==> src/rtl/mmc_apb_pkg.sv <==
// Shared types and constants for the MMC APB master arbiter.
// Holds the transfer FSM encoding, default bus widths and the word-alignment check.
package mmc_apb_pkg;

  typedef enum logic [1:0] {
    ST_IDLE   = 2'd0,
    ST_SETUP  = 2'd1,
    ST_ACCESS = 2'd2,
    ST_RESP   = 2'd3
  } state_t;

  localparam int DEF_ADDR_W  = 32;
  localparam int DEF_DATA_W  = 32;
  localparam int DEF_TIMEOUT = 255;
  localparam int TO_CNT_W    = 8;

  localparam logic [1:0] ALIGN_MASK = 2'b11;

  function automatic logic is_misaligned(input logic [1:0] lsbs);
    return (lsbs & ALIGN_MASK) != 2'b00;
  endfunction

endpackage

==> src/rtl/mmc_rr_arb.sv <==
// Combinational round-robin picker: searches upward from last_grant+1 with wrap.
// Produces a one-hot grant, its encoded index and an any-grant flag.
module mmc_rr_arb #(
  parameter int NREQ  = 2,
  parameter int IDX_W = 1
) (
  input  logic [NREQ-1:0]  req,
  input  logic [IDX_W-1:0] last_grant,
  input  logic             enable,
  output logic [NREQ-1:0]  grant,
  output logic [IDX_W-1:0] grant_idx,
  output logic             grant_any
);

  logic [IDX_W-1:0] cand;

  always_comb begin
    grant     = '0;
    grant_idx = '0;
    grant_any = 1'b0;
    cand      = '0;
    for (int k = 1; k <= NREQ; k++) begin
      cand = IDX_W'((int'(last_grant) + k) % NREQ);
      if (enable && !grant_any && req[cand]) begin
        grant_any   = 1'b1;
        grant_idx   = cand;
        grant[cand] = 1'b1;
      end
    end
  end

endmodule

==> src/rtl/mmc_apb_arb.sv <==
// Round-robin APB3 master arbiter for the MMC control register bank.
// One transfer at a time: IDLE -> SETUP -> ACCESS (wait/timeout) -> RESP.
module mmc_apb_arb
  import mmc_apb_pkg::*;
#(
  parameter int NREQ    = 2,
  parameter int ADDR_W  = DEF_ADDR_W,
  parameter int DATA_W  = DEF_DATA_W,
  parameter int TIMEOUT = DEF_TIMEOUT
) (
  input  logic                   pclk,
  input  logic                   presetn,
  input  logic [NREQ-1:0]        req_valid,
  input  logic [NREQ-1:0]        req_write,
  input  logic [NREQ*ADDR_W-1:0] req_addr,
  input  logic [NREQ*DATA_W-1:0] req_wdata,
  output logic [NREQ-1:0]        req_ready,
  output logic [NREQ-1:0]        rsp_valid,
  output logic [DATA_W-1:0]      rsp_rdata,
  output logic                   rsp_err,
  output logic                   m_psel,
  output logic                   m_penable,
  output logic                   m_pwrite,
  output logic [ADDR_W-1:0]      m_paddr,
  output logic [DATA_W-1:0]      m_pwdata,
  input  logic [DATA_W-1:0]      m_prdata,
  input  logic                   m_pready
);

  localparam int IDX_W = (NREQ > 1) ? $clog2(NREQ) : 1;
  localparam logic [IDX_W-1:0]    LAST_RST = IDX_W'(NREQ - 1);
  localparam logic [TO_CNT_W-1:0] TO_LAST  = TO_CNT_W'(TIMEOUT - 1);
  localparam logic [TO_CNT_W-1:0] TO_MAX   = '1;

  state_t                state_reg;
  logic [IDX_W-1:0]      gidx_reg;
  logic [IDX_W-1:0]      last_grant_reg;
  logic [TO_CNT_W-1:0]   to_cnt_reg;

  logic [ADDR_W-1:0]     addr_arr  [NREQ];
  logic [DATA_W-1:0]     wdata_arr [NREQ];
  logic [NREQ-1:0]       grant;
  logic [IDX_W-1:0]      grant_idx;
  logic                  grant_any;

  for (genvar gi = 0; gi < NREQ; gi++) begin : g_unpack
    assign addr_arr[gi]  = req_addr[gi*ADDR_W +: ADDR_W];
    assign wdata_arr[gi] = req_wdata[gi*DATA_W +: DATA_W];
  end

  mmc_rr_arb #(
    .NREQ  (NREQ),
    .IDX_W (IDX_W)
  ) u_rr_arb (
    .req        (req_valid),
    .last_grant (last_grant_reg),
    .enable     (state_reg == ST_IDLE),
    .grant      (grant),
    .grant_idx  (grant_idx),
    .grant_any  (grant_any)
  );

  // Acceptance is visible in the same IDLE cycle so the requester can drop valid right after.
  assign req_ready = grant;

  always_ff @(posedge pclk or negedge presetn) begin
    if (!presetn) begin
      state_reg      <= ST_IDLE;
      gidx_reg       <= '0;
      last_grant_reg <= LAST_RST;
      to_cnt_reg     <= '0;
      rsp_valid      <= '0;
      rsp_rdata      <= '0;
      rsp_err        <= 1'b0;
      m_psel         <= 1'b0;
      m_penable      <= 1'b0;
      m_pwrite       <= 1'b0;
      m_paddr        <= '0;
      m_pwdata       <= '0;
    end else begin
      rsp_valid <= '0;
      case (state_reg)
        ST_IDLE: begin
          if (grant_any) begin
            last_grant_reg <= grant_idx;
            gidx_reg       <= grant_idx;
            m_pwrite       <= req_write[grant_idx];
            m_paddr        <= addr_arr[grant_idx];
            m_pwdata       <= wdata_arr[grant_idx];
            // Misaligned requests never reach the bus; answer straight away.
            if (is_misaligned(addr_arr[grant_idx][1:0])) begin
              state_reg <= ST_RESP;
              rsp_valid <= grant;
              rsp_err   <= 1'b1;
              rsp_rdata <= '0;
            end else begin
              state_reg <= ST_SETUP;
              m_psel    <= 1'b1;
            end
          end
        end
        ST_SETUP: begin
          state_reg  <= ST_ACCESS;
          m_penable  <= 1'b1;
          to_cnt_reg <= '0;
        end
        ST_ACCESS: begin
          if (m_pready) begin
            state_reg <= ST_RESP;
            m_psel    <= 1'b0;
            m_penable <= 1'b0;
            rsp_valid <= NREQ'(1) << gidx_reg;
            rsp_err   <= 1'b0;
            rsp_rdata <= m_pwrite ? '0 : m_prdata;
          end else if (to_cnt_reg >= TO_LAST) begin
            // Slave left hanging; the bus is released regardless.
            state_reg <= ST_RESP;
            m_psel    <= 1'b0;
            m_penable <= 1'b0;
            rsp_valid <= NREQ'(1) << gidx_reg;
            rsp_err   <= 1'b1;
            rsp_rdata <= '0;
          end else if (to_cnt_reg != TO_MAX) begin
            to_cnt_reg <= to_cnt_reg + 1'b1;
          end
        end
        ST_RESP: begin
          state_reg <= ST_IDLE;
        end
        default: begin
          state_reg <= ST_IDLE;
        end
      endcase
    end
  end

endmodule

==> config.mk <==
export PLATFORM = sky130hd
export DESIGN_NAME = mmc_apb_arb
export DESIGN_NICKNAME = d
export VERILOG_FILES = /design/src/rtl/mmc_apb_pkg.sv /design/src/rtl/mmc_rr_arb.sv /design/src/rtl/mmc_apb_arb.sv
export SDC_FILE = /design/constraint.sdc
export NUM_CORES = 1
export LEC_CHECK = 0
export ABC_AREA = 1
export CAP_MARGIN = 20
export CORE_MARGIN = 2
export CORE_UTILIZATION = 43
export CTS_BUF_LIST = sky130_fd_sc_hd__clkbuf_4 sky130_fd_sc_hd__clkbuf_8
export DETAILED_ROUTE_END_ITERATION = 16
export GPL_ROUTABILITY_DRIVEN = 0
export PLACE_DENSITY = 0.94
export SETUP_SLACK_MARGIN = 0.3
export SYNTH_ARGS = -nofsm -noshare
export SYNTH_HDL_FRONTEND = slang
export SYNTH_HIERARCHICAL = 1
export SYNTH_SLANG_ARGS = --single-unit
==> constraint.sdc <==
create_clock -name pclk -period 2.6 [get_ports pclk]
set_input_delay 0.39 -clock pclk [delete_from_list [all_inputs] [get_ports pclk]]
set_output_delay 0.39 -clock pclk [all_outputs]
set_load 0.02 [all_outputs]
==> metrics.txt, run 1 <==
result of the run=complete, no violations; busiest metal layer after global routing=met2; wire per inst=15.1 um; power share of the clock group=between 10% and 20%; clock buffers created by TritonCTS=17; clock tree root buffer cell=clkbuf_8; starting density of the core=between 40% and 50%; biggest registers after layout=m_paddr: 32 flops, m_pwdata: 32 flops, rsp_rdata: 32 flops; internal power=between 5000 and 6000 uW; Sequential Power Share=just under 30%; pin count of the biggest net entering global routing=69; Seq cells post-synth=around 110; setup clock skew after layout=slightly below 0.009 ns; Slowest Stage Delay on Critical Path=around 0.38 ns; Buffers & Inverters on Critical Path=2; maximum frequency from static timing analysis=463 MHz; top cell type's share of synthesized area=between 40 and 50%; IO buf count=between 200 and 300; cell with the biggest individual delay on the critical path=dfrtp_1; number of iterations in the first detailed-routing pass=5; core area=around 13000 um^2; level count of the clock H-tree=4; number of vias per cell=5.00; count of boundary I/O pins=roughly 270; endpoint arrival time on the critical path=2.53 ns; switching power share of the total=~43%; DRC marker count from the first detailed-route iteration=roughly 470; crit-path max FO=16; number of nets in the synthesized netlist=around 920; maximum vdd drop=0.582 mV; Synth area leader=dfrtp_1; Worst Path Class, Setup=reg -> reg; Required @ worst endpoint=between 2 and 3 ns; Final Max Slew Viols=0; max-cap check violation count=0; number of instances in the synthesized netlist=roughly 740; final routed wirelength across all metal layers=18000 um; leading cell types by total area after synthesis=dfrtp_1 (50%), nand2_1 (12%), a21oi_1 (11%); post-route minimum period=roughly 2.2 ns; net total in the final layout=roughly 1200; worst slew pin tran=between 0.5 and 0.6 ns; area of all sequential standard cells=approximately 2900 um^2; met2 layer usage reported by global route=between 40 and 50%; number of buffers inserted by post-CTS setup repair=0; wire length of the first global-routing pass=28800 um; half-perimeter wire length after detailed placement=between 10000 and 15000 um; placement row count=42; count of final setup violators=0; met3 usage=8.48%; post-synthesis to final-layout area growth=57.3%; Top cell by count, worst path=nand2_1; largest buffer count on any clock path=2; total number of yosys warnings=6; Placement Cell Area=around 8600 um^2; number of distinct standard cells referenced by the synthesized netlist=23; post-synthesis average cell area=~7.7 um^2; Filler Cell Count=~960; summed instance area of the synthesized netlist=roughly 5700 um^2; sequential-to-total area share from yosys stat=50.0%; met1 Resource Use GR=between 30 and 40%; Reg clk slew, reported paths=around 0.07 ns; antenna violations before repair=0; overall via count from detail_route=just under 6000; cell-by-cell listing of the critical path=inv_1 -> ha_4 -> nand2_1 -> a21oi_4 -> inv_2 -> nand2_1 -> nand2_1 -> nand3_2 -> nand2_4 -> nor2_4 -> nand2_1 -> nand2_1; remaining global-route overflow=0; die outline height=between 100 and 150 um; switching power summed over all nets=roughly 4300 uW; latest clock arrival within the worst-skew pair=roughly 0.43 ns; Top Family by Delay on Critical Path=simple AND/OR/NAND/NOR gates; final cell area excluding filler cells=8980 um^2; final worst-path cycle share=between 80 and 90%; Post-route DRC=0; unrepaired setup endpoints after global routing=no; total instance count after detailed placement=~1200; power per cell area=around 1100 nW/um^2; footprint of the multi-input gates=approximately 2300 um^2; Static Leak=0.00413 uW; die area=around 14000 um^2; Antenna Violating Nets Remaining=0; nature of the critical path startpoint=flop; # clock sinks=about 110; CP Capture Type=flop; number of global-route vias before repair=around 5900; number of cells in the finished layout apart from fillers=approximately 1200; hold violation total from the final report=0; setup TNS=0 ns; width of the chip=approximately 120 um; overall track demand over capacity in global routing=between 20 and 30%; worst max-slew margin expressed relative to the limit=about three fifths; layout cells sized above 1=5.81%; part of the total power dissipated in combinational logic=54.0%; Hold Crit Class=reg -> reg; clock tree from TritonCTS=built
-- layout by cell type (no fill, tap or decap) --
master           count
clkdlybuf4s50_1    267
inv_2                2
a21oi_4              1
nand3_2              2
o21ai_0             17
clkbuf_8            23
nor2_1             105
ha_4                 1
dfstp_2              1
nand3_1              7
o22ai_1              1
dlygate4sd3_1        1
clkdlybuf4s15_2      1
nor3_1               1
nand2_2              1
buf_12               3
inv_1               92
xor2_1               3
nor2_4               1
buf_4               10
nand2_1            181
nand4_1              4
a21oi_2              1
dfrtp_1            113
clkbuf_2             1
clkinv_2             4
clkbuf_4             2
ha_1                 4
nor2_8               1
a21oi_1            125
o21bai_1            35
or2_2                1
bufinv_16            1
diode_2              1
nand2_4              2
-- final cells by class --
class | count | area share (%)
Sequential cell | 114 | 31.8
Tap cell | 176 | 2.45
Inverter | 94 | 3.93
Clock buffer | 25 | 3.69
Clock inverter | 5 | 0.558
Antenna cell | 1 | 0.0279
Multi-Input combinational cell | 494 | 26.0
Timing Repair Buffer | 283 | 31.6
-- cells by family (layout without fill, tap and decap cells) --
group / after synthesis / after routing / synth area share (%)
AO/OA/AOI/OAI: 180 / 180 / 17.3
XOR/XNOR: 3 / 3 / 0.461
adder cells (fa/ha/maj): 5 / 5 / 1.10
buffers and inverters: 137 / 407 / 9.87
flip-flops: 114 / 114 / 50.0
other: 0 / 1 / 0
AND/OR/NAND/NOR: 305 / 306 / 21.2
-- layer usage --
layer / wire, um / vias up
li1: - / 2846
met1: 7040 / 2781
met2: 8880 / 288
met3: 1520 / 47
met4: 560 / 0
met5: 0 / -
-- cell usage after synthesis --
cell	count
buf_6	4
nor2_1	105
dfstp_2	1
nand3_2	2
a21oi_1	127
o21ai_0	17
xor2_1	3
nand3_1	7
o22ai_1	1
inv_2	2
ha_1	5
clkbuf_1	21
dfrtp_1	113
nand2_1	182
inv_1	92
or2_2	1
nand4_1	4
nand2_4	2
buf_2	15
o21bai_1	35
buf_1	3
nor3_1	1
nor2_8	1
-- metrics by stage --
step	util, %	setup WS [ns]	total power, uW	hold WS, ns
2_1_floorplan	-	0.614	5950	0.0944
3_3_place_gp	65.4	0.328	8160	0.424
3_5_place_dp	65.4	0.253	8270	0.421
4_1_cts	68.4	0.344	9940	0.462
5_1_grt	68.6	0.290	10600	0.493
6_report	68.6	0.442	9970	0.463
-- worst paths after layout --
check | slack (ns) | startpoint | cells after the start | endpoint
worst max-delay path | 0.44 | state_reg[0] | 12 | rsp_rdata[3]
worst max register to register | 0.44 | state_reg[0] | 12 | rsp_rdata[3]
min in group asynchronous | 0.51 | presetn | 2 | rsp_rdata[14]
max in group asynchronous | 1.34 | presetn | 3 | m_paddr[30]
worst min-delay path | 0.46 | gidx_reg | 1 | rsp_valid[0]
worst min register to register | 0.46 | gidx_reg | 1 | rsp_valid[0]
-- repair_timing --
item                                    4_1_cts  5_1_grt
gates resized for setup                       6        3
hold endpoints to repair                     42        0
endpoints found under the setup margin        6       35
hold buffers                                  1        0
gates cloned                                  0        1
pin swaps                                     0        1
-- power by group through the flow --
stage,sequential [uW],clock (uW),combinational [uW]
6_report,2960,1630,5380
3_3_place_gp,2940,0,5220
4_1_cts,2950,1650,5340
3_5_place_dp,2970,0,5300
2_1_floorplan,3770,0,2180
5_1_grt,3040,1730,5830
Note: power is estimated with default switching activity, not from simulation.
==> run 2: changes to the inputs <==
CORE_UTILIZATION = 38   (was 43)
PLACE_DENSITY = 0.88   (was 0.94)
clock period = 1.85 ns   (was 2.6 ns; I/O delays follow)
==> run 2 against run 1 <==
- the run now ends with setup timing left
- highest routed layer unchanged
- largest cell class is now non-clock buffers
- routed wire length grew 32%
- critical path type unchanged
- setup slack lost 0.50 ns
- clock-buffer cell count fell by 3
- sequential power increased by 41%
- critical endpoint is now rsp_rdata[29]
- worst hold slack got worse by 0.13 ns
- global-route usage is 0.72 points higher
- clock power is 53% higher
- sequential share of layout area decreased by 4.9 points
- via count rose by 9.2%
==> metrics.txt, run 2 (synthesized netlist as in run 1, its figures left out) <==
switching power share of the total=44.6% (+1.6 points); hold violation total from the final report=0 (unchanged); placement row count=44 (+4.8%); biggest registers after layout=m_paddr: 32 flops, m_pwdata: 32 flops, rsp_rdata: 32 flops; number of iterations in the first detailed-routing pass=5 (unchanged); largest buffer count on any clock path=2 (unchanged); smallest hold slack=0.332 ns (-0.131 ns); CP Capture Type=flop; setup clock skew after layout=0.00763 ns (-0.00105 ns); clock tree root buffer cell=clkbuf_8; count of final setup violators=26 (+26); fin worst setup slack=-0.0550 ns (-0.497 ns); worst slew pin tran=0.439 ns (-0.142 ns); die area=16000 um^2 (+13%); clock tree from TritonCTS=built; number of global-route vias before repair=6522 (+11%); overall track demand over capacity in global routing=26.4% (+0.72 points); clock buffers created by TritonCTS=17 (unchanged); Post-route DRC=0 (unchanged); reg2reg setup slack=-0.06 ns (-0.50 ns); DRC marker count from the first detailed-route iteration=379 (-19%); unrepaired setup endpoints after global routing=yes; cell with the biggest individual delay on the critical path=dfrtp_1; wire per inst=18.8 um (+25%); endpoint arrival time on the critical path=2.23 ns (-0.30 ns); internal power=9450 uW (+66%); IO buf count=270 (unchanged); width of the chip=127 um (+6.2%); post-synthesis to final-layout area growth=86.2%; nature of the critical path startpoint=flop; worst max-slew margin expressed relative to the limit=70.8% (+9.5 points); Buffers & Inverters on Critical Path=3 (+1); Required @ worst endpoint=2.18 ns (-0.79 ns); worst reg2reg path depth=12 (unchanged); power share of the clock group=14.7% (-1.7 points); final worst-path cycle share=103% (+20 points); count of boundary I/O pins=271 (unchanged); level count of the clock H-tree=4 (unchanged); cell-by-cell listing of the critical path=inv_2 -> ha_4 -> nand2_4 -> a21oi_4 -> inv_2 -> nand2_2 -> nand2_4 -> nand3_4 -> nand2_8 -> clkbuf_16 -> o21bai_1 -> nand2_1; final core utilization=72.8% (+4.2 points); post-route minimum period=1.91 ns (-0.253 ns); wire length of the first global-routing pass=33200 um (+15%); Static Leak=0.00498 uW (+20%); final routed wirelength across all metal layers=23800 um (+32%); power per cell area=1610 nW/um^2 (+45%); overall via count from detail_route=6510 (+9.2%); Reg clk slew, reported paths=0.07 ns (about the same); commonest cells after routing, fill and taps aside=clkdlybuf4s50_1 (165), nand2_1 (159), dfrtp_1 (113), nor2_1 (102), dlygate4sd2_1 (100); Filler Cell Count=989 (+2.9%); Final Max Slew Viols=0 (unchanged); switching power summed over all nets=7610 uW (+77%); Slowest Stage Delay on Critical Path=0.40 ns (+0.02 ns); number of vias per cell=5.15 (+3.0%); failing checks=setup timing; remaining global-route overflow=0 (unchanged); core area=14600 um^2 (+11%); die outline height=127 um (+6.2%); net total in the final layout=1237 (+5.2%); # clock sinks=114 (unchanged); Top Family by Delay on Critical Path=simple AND/OR/NAND/NOR gates; half-perimeter wire length after detailed placement=13300 um (+6.4%); antenna violations before repair=2 (+2); part of the total power dissipated in combinational logic=60.9% (+6.9 points); Hold Crit Class=in -> async; crit-path max FO=8 (-8); layout cells sized above 1=22.9% (+17 points); pin count of the biggest net entering global routing=47 (-32%); Sequential Power Share=24.4% (-5.3 points); count of cell instances traversed by the critical path=12 (unchanged); Worst Path Class, Setup=reg -> reg; result of the run=finished with violations; maximum vdd drop=1.00 mV (+72%); max-cap check violation count=0 (unchanged); maximum frequency from static timing analysis=525 MHz (+13%); starting density of the core=39.1% (-4.5 points); Antenna Violating Nets Remaining=0 (unchanged); commonest non-fill, non-tap cell in the layout=clkdlybuf4s50_1; latest clock arrival within the worst-skew pair=0.44 ns (about the same)
## run 2: final cells by class
| type | instances | area (um^2) | area share [%] |
|---|---|---|---|
| clock buffers | 22 | 284 | 2.67 |
| well taps | 184 | 230 | 2.17 |
| flip-flops and latches | 114 | 2850 | 26.9 |
| clock inverters | 10 | 133 | 1.25 |
| diodes | 2 | 5.00 | 0.0471 |
| repair buffers | 342 | 3730 | 35.1 |
| inverters | 94 | 360 | 3.39 |
| multi-input cells | 496 | 3030 | 28.6 |
## run 2: repair_timing
item,in CTS,in global routing
resized for setup,170,144
cloned,12,11
pin swaps,9,34
buffers inserted,17,6
hold buffers,1,0
setup endpoints to repair,215,115
hold endpoints to repair,28,0
## run 2: path summary, 6_finish.rpt
path                               from             end
max                        state_reg[0]   rsp_rdata[29]
min                             presetn   rsp_rdata[16]
max reg2reg                state_reg[0]   rsp_rdata[29]
min reg2reg                    gidx_reg    rsp_valid[0]
max in group asynchronous       presetn  last_grant_reg
min in group pclk          req_addr[41]      m_paddr[9]
## run 2: per-layer routing
metal	up-vias	wire length, um	GRT usage (%)
li1	2973	-	-
met1	3120	8650	29.7
met2	343	12100	45.8
met3	74	2050	8.65
met4	0	943	11.4
met5	-	0	0
## run 2: stage by stage
| stage | power (uW) | TNS [ns] | instance area, um^2 | setup slack, ns | cells |
|---|---|---|---|---|---|
| floorplan | 8510 | 0 | 5770 | 0.157 | 744 |
| global placement | 12000 | -5.25 | 8790 | -0.161 | 1183 |
| detailed placement | 12100 | -11.42 | 8790 | -0.269 | 1183 |
| CTS | 15400 | 0 | 9770 | 0.0721 | 1245 |
| global route | 18000 | -3.87 | 10600 | -0.143 | 1264 |
| finish | 17100 | -0.515 | 10600 | -0.0550 | 1264 |
## run 2: power groups by stage
| stage | logic (uW) | clock network (uW) | registers [uW] |
|---|---|---|---|
| global placement | 7790 | 0 | 4170 |
| detailed placement | 7900 | 0 | 4210 |
| floorplan | 3200 | 0 | 5310 |
| finish | 10400 | 2500 | 4170 |
| global route | 11000 | 2670 | 4290 |
| CTS | 8710 | 2520 | 4130 |
## run 2: worst register-to-register path, delay by kind of cell (launching register included)
kind | cells | cell delay [ns]
simple gates | 6 | 0.53
buf+inv | 3 | 0.40
flops | 1 | 0.40
fa+ha+maj | 1 | 0.17
compound gates | 2 | 0.32
==> edit 1, RTL diff (flow settings as in run 2) <==
`DEF_TIMEOUT`: 255 -> 127.
--- a/src/rtl/mmc_apb_pkg.sv
+++ b/src/rtl/mmc_apb_pkg.sv
@@ -11,7 +11,7 @@
 
   localparam int DEF_ADDR_W  = 32;
   localparam int DEF_DATA_W  = 32;
-  localparam int DEF_TIMEOUT = 255;
+  localparam int DEF_TIMEOUT = 127;
   localparam int TO_CNT_W    = 8;
 
   localparam logic [1:0] ALIGN_MASK = 2'b11;
Behaviour: same outputs for any inputs over 4 cycles, from zero or initial values and one cycle with presetn low; that may be too few to reach the edited logic, so the function may still have changed.
==> edit 1 against run 2 <==
- the run still ends with setup timing left
- clock skew rose by 0.0019 ns
- worst setup slack improved by 0.016 ns
- fmax rose by 0.85%
- design area fell by 4.5%
- area after synthesis fell by 1.6%
- power fell by 5.9%
- wire length fell by 8.7%
- sequential cell count did not move
- highest routed layer unchanged
==> edit 1: results (changes against run 2) <==
SETUP PATH
----------------------------------------------------------------------------------------------------
Worst r2r path cells                                                                              11   -1
Setup slack on the worst flop-to-flop path                                                  -0.04 ns   +0.02 ns
Capturing instance or port of the critical path                                         m_paddr[27]$_DFFE_PN0P_
Worst EP arrival                                                                             2.21 ns   -0.02 ns
Largest delay contributor family on the critical path                                   buffers and inverters
Worst flop-to-flop path startpoint                                                      state_reg[1]$_DFFE_PN0P_
Capture point of the worst reg-to-reg path                                              m_paddr[27]$_DFFE_PN0P_

GLOBAL ROUTING
----------------------------------------------------------------------------------------------------
Wire length of the first global-routing pass                                                 31.9 mm   -3.9%
Maximum number of pins on one net before global-route repair                                      49   +4.3%
Antenna violations before repair                                                                   1   -1
Aggregate global-route resource usage                                                          25.6%   -0.77 points
Via count of the first global-routing pass                                                     6,368   -2.4%

LAYOUT
----------------------------------------------------------------------------------------------------
Layout fillers                                                                                 1,065   +7.7%
NumNets Final                                                                                  1,195   -3.4%
Share of cells above drive strength 1                                                          19.1%   -3.8 points

PLACED DESIGN
----------------------------------------------------------------------------------------------------
HPWL after detailed placement                                                                12.6 mm   -5.3%
Pre-CTS worst setup slack                                                                  -0.243 ns   +0.0264 ns

STA
----------------------------------------------------------------------------------------------------
Measured slew at the worst slew-check pin                                                   0.444 ns   +0.00581 ns
Final-report setup violation count                                                                16   -38%
Clock skew after layout                                                                   0.00950 ns   +0.00187 ns
Slack of the critical path                                                                -0.0390 ns   +0.0160 ns
Setup tns final                                                                            -0.291 ns   +0.225 ns
Final-layout worst hold slack                                                               0.351 ns   +0.0186 ns

ROUTING
----------------------------------------------------------------------------------------------------
Iteration-0 DRC count of the detailed router                                                     347   -8.4%
Via total after detailed routing                                                               6,185   -5.0%
Total routed wirelength                                                                      21.7 mm   -8.7%

STATUS
----------------------------------------------------------------------------------------------------
Outcome                                                                                 complete, but fails checks
Violated checks                                                                         setup timing

SYNTHESIS
----------------------------------------------------------------------------------------------------
Yosys cell types                                                                                  23   unchanged
Net count after synthesis                                                                        896   -2.2%
Post-synthesis sequential area ratio                                                           50.8%   +0.84 points
Cell types with the highest counts after synthesis                                      sky130_fd_sc_hd__nand2_1 (177), sky130_fd_sc_hd__a21oi_1 (127), sky130_fd_sc_hd__dfrtp_1 (113)
Biggest area contributors in the synthesized netlist                                    sky130_fd_sc_hd__dfrtp_1 (50%), sky130_fd_sc_hd__nand2_1 (12%), sky130_fd_sc_hd__a21oi_1 (11%), sky130_fd_sc_hd__nor2_1 (6.9%), sky130_fd_sc_hd__inv_1 (6.0%)

PWR
----------------------------------------------------------------------------------------------------
Leakage                                                                                      4.69 nW   -5.9%
Peak supply drop                                                                              864 uV   -14%

CTS
----------------------------------------------------------------------------------------------------
Clock-pin slew reported for the worst setup and hold paths after clock tree synthesis        0.07 ns   about the same
Insertion delay of the later-clocked pin in the worst-skew pair                              0.43 ns

## edit 1: power breakdown
part           leakage (nW)  switching (W)  internal [W]  total (W)
sequential             1.39       0.000590       0.00355    0.00414
combinational          3.09        0.00555       0.00392    0.00946
clock                 0.208        0.00103       0.00142    0.00245
total                  4.69        0.00717       0.00888     0.0161
## edit 1: repair_timing
item	4_1_cts	5_1_grt
cloned	9	6
resized for setup	169	106
pin swaps	12	12
setup endpoints to repair	209	115
hold buffers	1	0
hold endpoints to repair	29	0
setup buffers	9	1
## edit 1: logic make-up (layout without fill, tap and decap cells)
kind of cell	Yosys count	in the layout	synth area share, %
buf+inv	131	441	9.56
flops	114	114	50.8
fa+ha+maj	5	5	1.11
other cells	0	1	0
simple gates	292	293	20.5
xor+xnor	3	3	0.468
compound gates	179	179	17.5
## edit 1: layout make-up
class                   count  area (um^2)  share of cell area, %
diodes                      1         2.50                 0.0247
clock buffers              21          277                   2.72
clock inverters            10          134                   1.32
inverters                  91          344                   3.39
multi-input cells         480         2880                   28.4
flip-flops and latches    114         2850                   28.1
well taps                 184          230                   2.27
repair buffers            319         3430                   33.8
## edit 1: stage by stage
stage          cells  instance area (um^2)
6_report        1220                 10100
5_1_grt         1220                 10100
4_1_cts         1212                  9520
3_5_place_dp    1162                  8680
3_3_place_gp    1162                  8680
2_1_floorplan    724                  5680
## edit 1: metal layers
metal  routed length, um  vias to the layer above  GRT usage [%]  share of wire, %
met2               10900                      302           44.5                50
met1                8240                     2967           28.5                38
met5                   0                        -              0                 0
met4                 799                        0           11.6               3.7
met3                1820                       54           8.43               8.4
li1                    -                     2862              -                 -
==> edit 2, RTL diff (settings of run 2) <==
Without the edit above. The 4 states of `state_t` get a one-hot encoding in 4 bits.
--- a/src/rtl/mmc_apb_pkg.sv
+++ b/src/rtl/mmc_apb_pkg.sv
@@ -2,11 +2,11 @@
 // Holds the transfer FSM encoding, default bus widths and the word-alignment check.
 package mmc_apb_pkg;
 
-  typedef enum logic [1:0] {
-    ST_IDLE   = 2'd0,
-    ST_SETUP  = 2'd1,
-    ST_ACCESS = 2'd2,
-    ST_RESP   = 2'd3
+  typedef enum logic [3:0] {
+    ST_IDLE   = 4'b0001,
+    ST_SETUP  = 4'b0010,
+    ST_ACCESS = 4'b0100,
+    ST_RESP   = 4'b1000
   } state_t;
 
   localparam int DEF_ADDR_W  = 32;
Formal check against the unedited RTL: no difference found for any inputs over 4 cycles, from zero or initial values and one cycle with presetn low; so few cycles prove little.
==> edit 2 against run 2 <==
- design area decreased by 4.9%
- wire length shrank 24%
- clock skew increased by 0.011 ns
- sequential cell count up 2
- sequential share of layout area up 1.9 points
- power decreased by 15%
- worst setup slack lost 0.12 ns
- critical endpoint is now rsp_rdata[4]$_DFFE_PN0P_
- area after synthesis fell by 2.4%
- the run still ends with setup timing left
- largest power group unchanged
- count of clock-buffer cells in the layout is 3 lower
==> edit 2: results (changes against run 2) <==
GLOBAL ROUTING
-------------------------------------------------------------------------------
Antenna violations before repair                                              1   -1
Aggregate global-route resource usage                                     21.9%   -4.6 points
Wire length of the first global-routing pass                            27.5 mm   -17%
Maximum number of pins on one net before global-route repair                 55   +17%
Via count of the first global-routing pass                                5,629   -14%

STATUS
-------------------------------------------------------------------------------
Violated checks                                                    setup timing
Outcome                                                            complete, but fails checks

LAYOUT
-------------------------------------------------------------------------------
NumNets Final                                                             1,124   -9.1%
Ant diodes                                                                    0   -2
Share of cells above drive strength 1                                     26.8%   +3.8 points

SETUP PATH
-------------------------------------------------------------------------------
Cell with the biggest individual delay on the critical path        sky130_fd_sc_hd__dfstp_2
Worst flop-to-flop path startpoint                                 state_reg[0]$_DFFE_PN1P_
Worst r2r path cells                                                         14   +2
Critical Path Fanout Max                                                     11   +3
Capture point of the worst reg-to-reg path                         rsp_rdata[4]$_DFFE_PN0P_

STA
-------------------------------------------------------------------------------
Clock skew after layout                                               0.0185 ns   +0.0109 ns
Final-report setup violation count                                          100   +280%
Slack of the critical path                                            -0.179 ns   -0.124 ns

SYNTHESIS
-------------------------------------------------------------------------------
Net count after synthesis                                                   813   -11%
Biggest area contributors in the synthesized netlist               sky130_fd_sc_hd__dfrtp_1 (51%), sky130_fd_sc_hd__nand2_1 (15%), sky130_fd_sc_hd__o21a_1 (8.8%), sky130_fd_sc_hd__or2_2 (7.1%), sky130_fd_sc_hd__o21ai_0 (5.9%)
Post-synthesis sequential area ratio                                      52.1%   +2.1 points
Adder and majority cell fraction of the synthesized area                 0.449%   -0.65 points
Fraction of synthesized cell area in xor and xnor cells                  0.314%   -0.15 points

ROUTING
-------------------------------------------------------------------------------
Detailed-routing iteration count for the pre-antenna-repair pass              4   -1
Vias/cell                                                                  4.89   -5.0%

PWR
-------------------------------------------------------------------------------
Peak supply drop                                                         751 uV   -25%

edit 2: per-stage QoR:
stage	cell area (um^2)	total power (W)	instances	setup WS (ns)	setup TNS, ns
floorplan	5600	0.00778	644	-0.120	-8.59
global placement	8800	0.0111	1105	-0.109	-8.00
detailed placement	8800	0.0112	1105	-0.190	-12.46
CTS	9440	0.0140	1140	-0.162	-7.69
global route	10100	0.0154	1152	-0.313	-19.48
finish	10100	0.0145	1152	-0.179	-8.73
edit 2: layout make-up:
class,count,area [um^2]
clock buffer,19,255
clock inverter,13,128
fill,1042,4320
inverter,30,113
multi-input combinational,461,2860
sequential,116,2910
tap,184,230
timing repair buffer,329,3610
edit 2: logic make-up (layout without fill, tap and decap cells):
group | count (synthesis) | in the layout
AND/OR/NAND/NOR | 313 | 313
AO/OA/AOI/OAI | 144 | 144
flip-flops | 116 | 116
buffers and inverters | 67 | 391
adder cells (fa/ha/maj) | 2 | 2
XOR/XNOR | 2 | 2
edit 2: worst max-delay path by stage:
stage / start / to / slack (ns) / cells past startpoint
detailed placement: req_valid[1] / rsp_rdata[28]$_DFFE_PN0P_ / -0.19 / 13
global placement: req_valid[1] / m_pwdata[10]$_DFFE_PN0P_ / -0.11 / 9
CTS: state_reg[0]$_DFFE_PN1P_ / rsp_rdata[22]$_DFFE_PN0P_ / -0.16 / 14
floorplan: state_reg[0]$_DFFE_PN1P_ / rsp_rdata[0]$_DFFE_PN0P_ / -0.12 / 15
finish: state_reg[0]$_DFFE_PN1P_ / rsp_rdata[4]$_DFFE_PN0P_ / -0.18 / 14
global route: state_reg[0]$_DFFE_PN1P_ / rsp_rdata[4]$_DFFE_PN0P_ / -0.31 / 14
edit 2: report_power, final:
| group | switching, W | internal, W |
|---|---|---|
| Combinational | 0.00417 | 0.00425 |
| Sequential | 0.000459 | 0.00339 |
| Clock | 0.00112 | 0.00113 |
edit 2: critical path: cells and delay by family, from the launching register on:
family | cells | cell delay (ns)
and+or+nand+nor | 11 | 0.91
DFF | 1 | 0.54
buffers and inverters | 2 | 0.29
AOI/OAI and AO/OA | 1 | 0.17
edit 2: metal layers:
metal  GRT usage, %  wire length (um)  vias up
met5              0                13        -
met4           8.43               449        2
met3           8.09              1150       33
met2           38.7              9550      193
met1           23.8              6830     2699
li1               -                 -     2712
edit 2: timing repair:
item                                   4_1_cts  5_1_grt
setup buffers                                2       10
setup endpoints to repair                  211      218
hold buffers                                 1        0
cloned                                       0        2
gates resized for setup                    129      204
pin swaps                                    4       12
endpoints found under the hold margin       22        0
